<file path="config.mk">
export PLATFORM = sky130hd
export DESIGN_NAME = semaphore_client
export DESIGN_NICKNAME = d
export VERILOG_FILES = /design/src/rtl/semaphore_pkg.sv /design/src/rtl/semaphore_backoff_timer.sv /design/src/rtl/semaphore_client.sv
export SDC_FILE = /design/constraint.sdc
export NUM_CORES = 1
export LEC_CHECK = 0
export BUFFER_PORTS_ARGS = -buffer_cell sky130_fd_sc_hd__clkbuf_2
export CAP_MARGIN = 30
export CORE_MARGIN = 2
export CORE_UTILIZATION = 52
export CTS_CLUSTER_DIAMETER = 100
export CTS_CLUSTER_SIZE = 30
export DETAILED_ROUTE_END_ITERATION = 16
export GPL_ROUTABILITY_DRIVEN = 1
export PLACE_DENSITY = 0.75
export SLEW_MARGIN = 20
export SYNTH_ARGS = -nofsm -noshare
export SYNTH_HDL_FRONTEND = slang
export SYNTH_HIERARCHICAL = 1
export SYNTH_SLANG_ARGS = --single-unit
</file>
<file path="constraint.sdc">
create_clock -name CLK -period 1.78 [get_ports CLK]
set_input_delay 0.267 -clock CLK [delete_from_list [all_inputs] [get_ports CLK]]
set_output_delay 0.267 -clock CLK [all_outputs]
set_load 0.05 [all_outputs]
</file>
<file path="src/rtl/semaphore_pkg.sv">
// Shared types and constants for the counting-semaphore client.
// Imported by the client FSM and its backoff/retry timer.
package semaphore_pkg;

   typedef enum logic [2:0] {
      ST_IDLE,
      ST_ARB,
      ST_CHECK,
      ST_WRITE,
      ST_BACKOFF,
      ST_DONE
   } sem_state_t;

   localparam logic OP_ACQUIRE = 1'b0;
   localparam logic OP_RELEASE = 1'b1;

   localparam int unsigned SEM_CNT_W = 4;
   localparam logic [SEM_CNT_W-1:0] SEM_CNT_MAX = 4'd15;

endpackage

</file>
<file path="src/rtl/semaphore_backoff_timer.sv">
// Backoff down-counter plus acquire-retry counter for one semaphore client.
// The retry_last flag anticipates the increment so CHECK can decide in one cycle.
module semaphore_backoff_timer #(
   parameter int unsigned MaxRetries    = 15,
   parameter int unsigned BackoffCycles = 4
) (
   input  logic clk,
   input  logic rst_n,
   input  logic load,
   input  logic clear_retry,
   input  logic inc_retry,
   output logic done,
   output logic retry_last
);

   logic [7:0] wait_cnt;
   logic [7:0] retry_cnt;

   always_ff @(posedge clk or negedge rst_n) begin
      if (!rst_n) begin
         wait_cnt  <= '0;
         retry_cnt <= '0;
      end else begin
         if (load)
            wait_cnt <= 8'(BackoffCycles);
         else if (wait_cnt != 8'd0)
            wait_cnt <= wait_cnt - 8'd1;

         if (clear_retry)
            retry_cnt <= '0;
         else if (inc_retry)
            retry_cnt <= retry_cnt + 8'd1;
      end
   end

   // Loaded on the CHECK edge, so BACKOFF spans BackoffCycles+1 cycles.
   assign done       = (wait_cnt == 8'd0);
   assign retry_last = ((9'(retry_cnt) + 9'd1) == 9'(MaxRetries));

endmodule

</file>
<file path="src/rtl/semaphore_client.sv">
// Per-core initiator for the shared counting semaphore: arbitrates via the
// blocking chain, reads the count, writes back count-1/count+1 and acknowledges.
module semaphore_client
   import semaphore_pkg::*;
#(
   parameter int unsigned MaxRetries    = 15,
   parameter int unsigned BackoffCycles = 4
) (
   input  logic                 CLK,
   input  logic                 SEMAPHORECLIENT_RESETn,
   input  logic                 SEMAPHORECLIENT_REQ,
   input  logic                 SEMAPHORECLIENT_OP,
   output logic                 SEMAPHORECLIENT_ACK,
   output logic                 SEMAPHORECLIENT_FAIL,
   output logic                 SEMAPHORECLIENT_BUSY,
   output logic                 SEMAPHORECLIENT_EN,
   input  logic                 SEMAPHORECLIENT_BLOCKING,
   input  logic [SEM_CNT_W-1:0] SEMAPHORECLIENT_CntIn,
   output logic [SEM_CNT_W-1:0] SEMAPHORECLIENT_CntOut,
   output logic                 SEMAPHORECLIENT_WR
);

   sem_state_t           state, state_d;
   logic                 op_r, op_d;
   logic                 fail_r, fail_d;
   logic [SEM_CNT_W-1:0] cnt_r, cnt_d;
   logic                 load_timer, clear_retry, inc_retry;
   logic                 timer_done, retry_last;

   semaphore_backoff_timer #(
      .MaxRetries    (MaxRetries),
      .BackoffCycles (BackoffCycles)
   ) u_timer (
      .clk         (CLK),
      .rst_n       (SEMAPHORECLIENT_RESETn),
      .load        (load_timer),
      .clear_retry (clear_retry),
      .inc_retry   (inc_retry),
      .done        (timer_done),
      .retry_last  (retry_last)
   );

   always_ff @(posedge CLK or negedge SEMAPHORECLIENT_RESETn) begin
      if (!SEMAPHORECLIENT_RESETn) begin
         state  <= ST_IDLE;
         op_r   <= OP_ACQUIRE;
         fail_r <= 1'b0;
         cnt_r  <= '0;
      end else begin
         state  <= state_d;
         op_r   <= op_d;
         fail_r <= fail_d;
         cnt_r  <= cnt_d;
      end
   end

   always_comb begin
      state_d     = state;
      op_d        = op_r;
      fail_d      = fail_r;
      cnt_d       = cnt_r;
      load_timer  = 1'b0;
      clear_retry = 1'b0;
      inc_retry   = 1'b0;
      unique case (state)
         ST_IDLE: begin
            if (SEMAPHORECLIENT_REQ) begin
               op_d        = SEMAPHORECLIENT_OP;
               clear_retry = 1'b1;
               state_d     = ST_ARB;
            end
         end
         ST_ARB: begin
            if (!SEMAPHORECLIENT_BLOCKING)
               state_d = ST_CHECK;
         end
         ST_CHECK: begin
            if (SEMAPHORECLIENT_BLOCKING) begin
               state_d = ST_ARB;
            end else if (op_r == OP_ACQUIRE && SEMAPHORECLIENT_CntIn == '0) begin
               inc_retry = 1'b1;
               if (retry_last) begin
                  fail_d  = 1'b1;
                  state_d = ST_DONE;
               end else begin
                  load_timer = 1'b1;
                  state_d    = ST_BACKOFF;
               end
            end else if (op_r == OP_RELEASE && SEMAPHORECLIENT_CntIn == SEM_CNT_MAX) begin
               fail_d  = 1'b1;
               state_d = ST_DONE;
            end else begin
               cnt_d   = (op_r == OP_ACQUIRE) ? SEMAPHORECLIENT_CntIn - 4'd1
                                              : SEMAPHORECLIENT_CntIn + 4'd1;
               state_d = ST_WRITE;
            end
         end
         ST_WRITE: begin
            if (SEMAPHORECLIENT_BLOCKING) begin
               state_d = ST_ARB;
            end else begin
               fail_d  = 1'b0;
               state_d = ST_DONE;
            end
         end
         ST_BACKOFF: begin
            if (timer_done)
               state_d = ST_ARB;
         end
         ST_DONE: begin
            fail_d  = 1'b0;
            state_d = ST_IDLE;
         end
         default: state_d = ST_IDLE;
      endcase
   end

   // Outputs decode straight from the async-reset state so reset silences them at once.
   assign SEMAPHORECLIENT_EN     = (state == ST_ARB) || (state == ST_CHECK) || (state == ST_WRITE);
   assign SEMAPHORECLIENT_WR     = (state == ST_WRITE) && !SEMAPHORECLIENT_BLOCKING;
   assign SEMAPHORECLIENT_CntOut = SEMAPHORECLIENT_WR ? cnt_r : '0;
   assign SEMAPHORECLIENT_ACK    = (state == ST_DONE);
   assign SEMAPHORECLIENT_FAIL   = (state == ST_DONE) && fail_r;
   assign SEMAPHORECLIENT_BUSY   = (state != ST_IDLE);

endmodule

</file>
Word level (Yosys, flattened, before mapping). Cells that the tools add are included.

Add/sub/neg operators: 5. Eq/ne operators: 14. Muxes and demuxes: 30. Bitwise logic cells: 4. Reduce and logical (&&, ||, !) cells: 19.

Operators by type and width (count): 8-bit 2-to-1 mux (4); 3-bit 2-to-1 mux (7); 1-bit 2-to-1 mux (15); 3-bit one-hot mux with 5 select lines (1); 2-bit inequality test, second input constant (5); 8-bit by 1-bit adder with 9-bit output, second input constant (1); 9-bit by 4-bit == test with 1-bit output, second input constant (1); 8-bit by 1-bit adder with 8-bit output, second input constant (1); 8-bit logical NOT (1); 4-bit 2-to-1 mux (2); 8-bit nonzero test (1); 8-bit by 1-bit subtractor with 8-bit output, second input constant (1); 3-bit by 2-bit == test with 1-bit output, second input constant (2); 3-bit == test, second input constant (2); 3-bit inequality test, second input constant (2); 3-bit nonzero test (2); 5-bit AND reduction (1); 4-bit by 1-bit adder with 4-bit output, second input constant (1); 4-bit == test, second input constant (1); 1-bit logical AND (4); 4-bit logical NOT (1); 1-bit inverter (4); 4-bit AND reduction (1); 2-bit nonzero test (2); 8 further kinds (9).

Bits in registers: 25. Bits of input ports: 9. Output and inout port bits: 9. Word-level logic and storage cells: 78.

Depth between registers and ports, before layout.
Word-level depth: 7. Mapped depth: 9. Depth with buffers taken out: 8.

Cells and area by module. Netlist, hierarchy kept.

Modules (own cells, without submodules): semaphore_backoff_timer (times used 1, cells an instance 95, area each 890.9 sq um, seq. area each 400.4 sq um); semaphore_client (times used 1, cells an instance 67, area each 631.9 sq um, seq. area each 225.2 sq um).

Worst setup path after synthesis. OpenSTA, ideal clock, no wires.

Path kind: flip-flop to output port. Start point: reg state[1]. End point: out SEMAPHORECLIENT_FAIL. Arrival time: 1665 ps. Required time: 1513 ps. Path slack: -152 ps. Cell stages (with the launch flop): 3. Buffers on the path: 0. Path through: dfrtp_1 > nand2b_1 > nor3_1.

Longest elaborated chain between the ends: 2.

Ends and longest elaborated chain: start: declaration (RTL line semaphore_client.sv:23) `sem_state_t state, state_d;`; start signal: assignment (RTL line semaphore_client.sv:50) `state <= state_d;`; 3-bit == test (RTL line semaphore_client.sv:123) `assign SEMAPHORECLIENT_FAIL = (state == ST_DONE) && fail_r;`; 1-bit logical AND (RTL line semaphore_client.sv:123); end: declaration (RTL line semaphore_client.sv:14) `output logic SEMAPHORECLIENT_FAIL,`.

Every way passes these cells.

Final worst setup path.
Start point: reg op_r. End point: reg u_timer.retry_cnt[7].

Longest elaborated chain between the ends: 6.

Ends and longest elaborated chain: start: declaration (RTL line semaphore_client.sv:24) `logic op_r, op_d;`; start signal: assignment (RTL line semaphore_client.sv:51) `op_r <= op_d;`; 1-bit inverter; 1-bit logical AND (RTL line semaphore_client.sv:80) `end else if (op_r == OP_ACQUIRE && SEMAPHORECLIENT_CntIn == '0) begin`; 1-bit 2-to-1 mux (RTL line semaphore_client.sv:80); 1-bit 2-to-1 mux (RTL line semaphore_client.sv:78) `if (SEMAPHORECLIENT_BLOCKING) begin`; 1-bit 2-to-1 mux (RTL line semaphore_client.sv:65) `unique case (state)`; named net inc_retry (RTL line semaphore_client.sv:27) `logic load_timer, clear_retry, inc_retry;`; 2-bit nonzero test (no line); end signal: assignment (RTL line semaphore_backoff_timer.sv:32) `retry_cnt <= retry_cnt + 8'd1;`; end: declaration (RTL line semaphore_backoff_timer.sv:17) `logic [7:0] retry_cnt;`.

The timed path passes the listed nets, and every way through them passes these cells. A chain may end at the register's enable or synchronous reset.

==> impl_summary.log <==
INFO  metric hpwlAfterDp = ~2.4 mm
INFO  metric synth.most_common_cell = sky130_fd_sc_hd__dfrtp_1
INFO  metric synth_edf_count = 0
INFO  metric grt_max_degree = 26
INFO  metric routed_wirelength = between 3 and 4 mm
INFO  metric cts.sink_count = 25
INFO  metric detail-route-antenna-nets = 0
INFO  metric worstSkewPairLatency = 0.32 ns
INFO  metric post_synth_most_frequent_cells = sky130_fd_sc_hd__dfrtp_1, sky130_fd_sc_hd__nor2_1, sky130_fd_sc_hd__a21oi_1
INFO  metric cpPeakStageDelay = 0.46 ns
INFO  metric ir_worst_vdd = approximately 1 mV
INFO  metric via_per_inst = 6.013
INFO  metric drt_iter0_drc = 52
INFO  metric switching_fraction = 0.4316
INFO  metric clkSlewWorstSetupHoldPaths = 0.13 ns
INFO  metric outcome = finished with violations
INFO  metric grt_use_total = 0.1948
INFO  metric min_period_over_period = 1.002
INFO  metric synth-main-ff-cell = sky130_fd_sc_hd__dfrtp_1
INFO  metric critical_path.most_common_cell = sky130_fd_sc_hd__nor3_2
INFO  metric final_core_utilization = 0.7055
INFO  metric ioPinCount = 18
INFO  metric cp_slowest_cell = sky130_fd_sc_hd__or4_1
INFO  metric timing_max_transition_violations_final = 0
INFO  metric portBuffers = 17
INFO  metric critical_path_arrival = roughly 2 ns
INFO  metric htree_num_levels = 1
INFO  metric power_leakage = 0.8454 nW
INFO  metric layout_setup_ws = -0.004219 ns
INFO  metric cp_top_family = simple AND/OR/NAND/NOR gates
INFO  metric cap_violations = 0
INFO  metric layout.area.seq = about 630 um2
INFO  metric first_pass_iters = 4
INFO  metric synthCells = approximately 160
INFO  metric crit_path_cell_trace = nor3_2 -> nand2_1 -> nor3_2 -> nand4_1 -> or4_1 -> a21oi_1
INFO  metric grt_setup_unrepaired = yes
INFO  metric library_cell_occupying_the_most_area_in_the_post_synthesis_netlist = sky130_fd_sc_hd__dfrtp_1
INFO  metric async_flop_share = 1.000
INFO  metric crit_path_max_fanout = 6
INFO  metric diodes = 0
INFO  metric share_seq_of_total_power = 0.369
INFO  metric core = 2758 um2
INFO  metric overflow = 0
INFO  metric cell_chosen_for_the_clock_root = sky130_fd_sc_hd__clkbuf_4
INFO  metric grt_first_pass_wirelength = between 5 and 6 mm
INFO  metric number_of_filler_cells_placed_in_the_layout = 190
INFO  metric fp.dieArea = approximately 3400 um2
INFO  metric critPathBufInv = 0
INFO  metric nNetsFinal = 213
INFO  metric synth_seq_area_share = 0.4108
INFO  metric cts_tree = done
INFO  metric syn_area_per_cell = 9.399 um2
INFO  metric max_freq = roughly 0.56 GHz
INFO  metric start_kind = flop
INFO  metric timing.reg2reg.setup_slack = -0.004 ns
INFO  metric hold_violations_final = 0
INFO  metric total_power = 0.002460 W
INFO  metric worstSetupEndpointType = flop
INFO  metric clock_power_share = 0.104
INFO  metric die_h = 58.12 um
INFO  metric share_of_power_burned_in_combinational_logic = 0.528
INFO  metric synthDominantCellAreaShare = 0.4108
INFO  metric die_w = around 58 um
INFO  metric multi_input_comb_area = about 950 um2
INFO  metric relSlewSlack = 0.5968
INFO  metric cts_made_buffers = 3
INFO  metric finalWeightedCongestion = between 0.8 and 0.9
INFO  metric crit_required = 2.04 ns
INFO  metric synth.area.top_cells = sky130_fd_sc_hd__dfrtp_1, sky130_fd_sc_hd__ha_1, sky130_fd_sc_hd__mux2_4
INFO  metric failing_checks = negative setup slack
INFO  metric timing_worst_slew_pin_value = slightly above 0.6 ns
INFO  metric total_drc_errors_in_the_routed_layout = 0
INFO  metric grt_pass1_vias = between 1000 and 1500
INFO  metric synth.lib_cells_used.distinct = between 40 and 50
INFO  metric p_switching = between 0.001 and 0.0015 W
INFO  metric drive_above_1_share = 0.4010
INFO  metric internal_power = about 0.0014 W
INFO  metric grt_antenna_before_repair = 0
INFO  metric initial_utilization = 0.5522
INFO  metric pre_cts_slack = -0.04177 ns
INFO  metric rows = 19
INFO  metric syn2layout_area_growth = 27.77%
INFO  metric synthesis.area = between 1500 and 2000 um2
INFO  metric fin_skew = about 0.0021 ns
INFO  metric postSynthNetCount = about 180
INFO  metric yosys_warnings = 6
INFO  metric synth_seq_cells = 25
INFO  metric timing_worst_setup_path_type = flop to flop
INFO  metric via_count = ~1400
INFO  metric type_of_the_most_critical_hold_path = primary input to flop
INFO  metric period_minus_slack = about 1.8 ns
INFO  metric clock_path_buffers = 2
INFO  metric report.final.setup_viol = 1
INFO  metric power_density = approximately 1300 nW/um2
INFO  metric routedWlPerCell = between 10 and 15 um
-- flip-flops by register name, indices dropped and copies added (netlist names) --
register and flops:
u_timer/retry_cnt 8, op_r 1, fail_r 1, cnt_r 4
state 3, u_timer/wait_cnt 8
-- cells in the final DEF, fill, tap and decap left out, types with 5 or more instances in the layout --
cell	count
sky130_fd_sc_hd__dfrtp_1	23
sky130_fd_sc_hd__buf_4	22
sky130_fd_sc_hd__nor2_1	13
sky130_fd_sc_hd__clkbuf_2	11
sky130_fd_sc_hd__nand2_1	10
sky130_fd_sc_hd__a21oi_1	9
sky130_fd_sc_hd__inv_1	7
sky130_fd_sc_hd__clkbuf_4	7
sky130_fd_sc_hd__nand4_1	6
sky130_fd_sc_hd__o31ai_1	6
sky130_fd_sc_hd__nor3_2	5
sky130_fd_sc_hd__o21ai_0	5
-- repair_timing --
action,CTS,global route
gates resized for setup,10,26
hold endpoints to repair,25,0
buffers inserted,0,2
pin swaps,0,8
setup endpoints to repair,11,20
hold buffers,1,0
-- through the flow --
step                hold slack, ns  instances  instance area, um2  setup TNS [ns]
floorplan                 -0.02859        162                1533               0
global placement            0.2990        221                1755               0
detailed placement          0.3065        221                1755         -0.1195
CTS                         0.1441        226                1837       -0.002978
global route                0.1489        228                1946         -0.4737
finish                      0.1437        228                1946       -0.004219
-- power groups by stage --
stage | clock network, W | registers, W | logic, W
6_report | 0.000256 | 0.000907 | 0.00130
5_1_grt | 0.000285 | 0.000933 | 0.00140
4_1_cts | 0.000261 | 0.000901 | 0.00121
3_5_place_dp | 0 | 0.000911 | 0.00120
3_3_place_gp | 0 | 0.000895 | 0.00115
2_1_floorplan | 0 | 0.000885 | 0.000882
-- cell type report --
cell class                      count  area share
Tap cell                           31     0.01994
Multi-Input combinational cell    121      0.4868
Clock buffer                        3     0.01158
Timing Repair Buffer               39      0.1408
Sequential cell                    25      0.3228
Clock inverter                      1    0.002572
Inverter                            8     0.01543
-- worst paths after layout --
kind                                        startpoint              endpoint  cells after the start
worst min-delay path                SEMAPHORECLIENT_OP                  op_r                      3
worst max-delay path                              op_r  u_timer/retry_cnt[7]                      6
worst max register to register                    op_r  u_timer/retry_cnt[7]                      6
max in group asynchronous       SEMAPHORECLIENT_RESETn  u_timer/retry_cnt[1]                      2
worst min register to register                cnt_r[0]              cnt_r[0]                      1
min in group asynchronous       SEMAPHORECLIENT_RESETn   u_timer/wait_cnt[6]                      2
-- logic make-up after synthesis --
family | Yosys count | share of synthesized area
AO/OA/AOI/OAI | 36 | 0.1512
XOR/XNOR | 9 | 0.05176
adder cells (fa/ha/maj) | 6 | 0.05423
buffers and inverters | 16 | 0.04847
flip-flops | 25 | 0.4108
multiplexers | 4 | 0.03944
AND/OR/NAND/NOR | 66 | 0.2441
-- routing by layer --
layer  track usage  part of all wire  vias up
li1              -                 -      659
met1        0.2439              0.46      667
met2        0.3377              0.49       38
met3       0.04911             0.038        7
met4       0.04651             0.017        0
met5             0                 0        -
-- worst register-to-register path, cell delays in order (launching register included) --
cell and delay (ns):
sky130_fd_sc_hd__dfrtp_1 0.42, sky130_fd_sc_hd__nor3_2 0.15, sky130_fd_sc_hd__nand2_1 0.11, sky130_fd_sc_hd__nor3_2 0.21, sky130_fd_sc_hd__nand4_1 0.23, sky130_fd_sc_hd__or4_1 0.46, sky130_fd_sc_hd__a21oi_1 0.15
No activity file was read; power rests on OpenSTA's default activity.
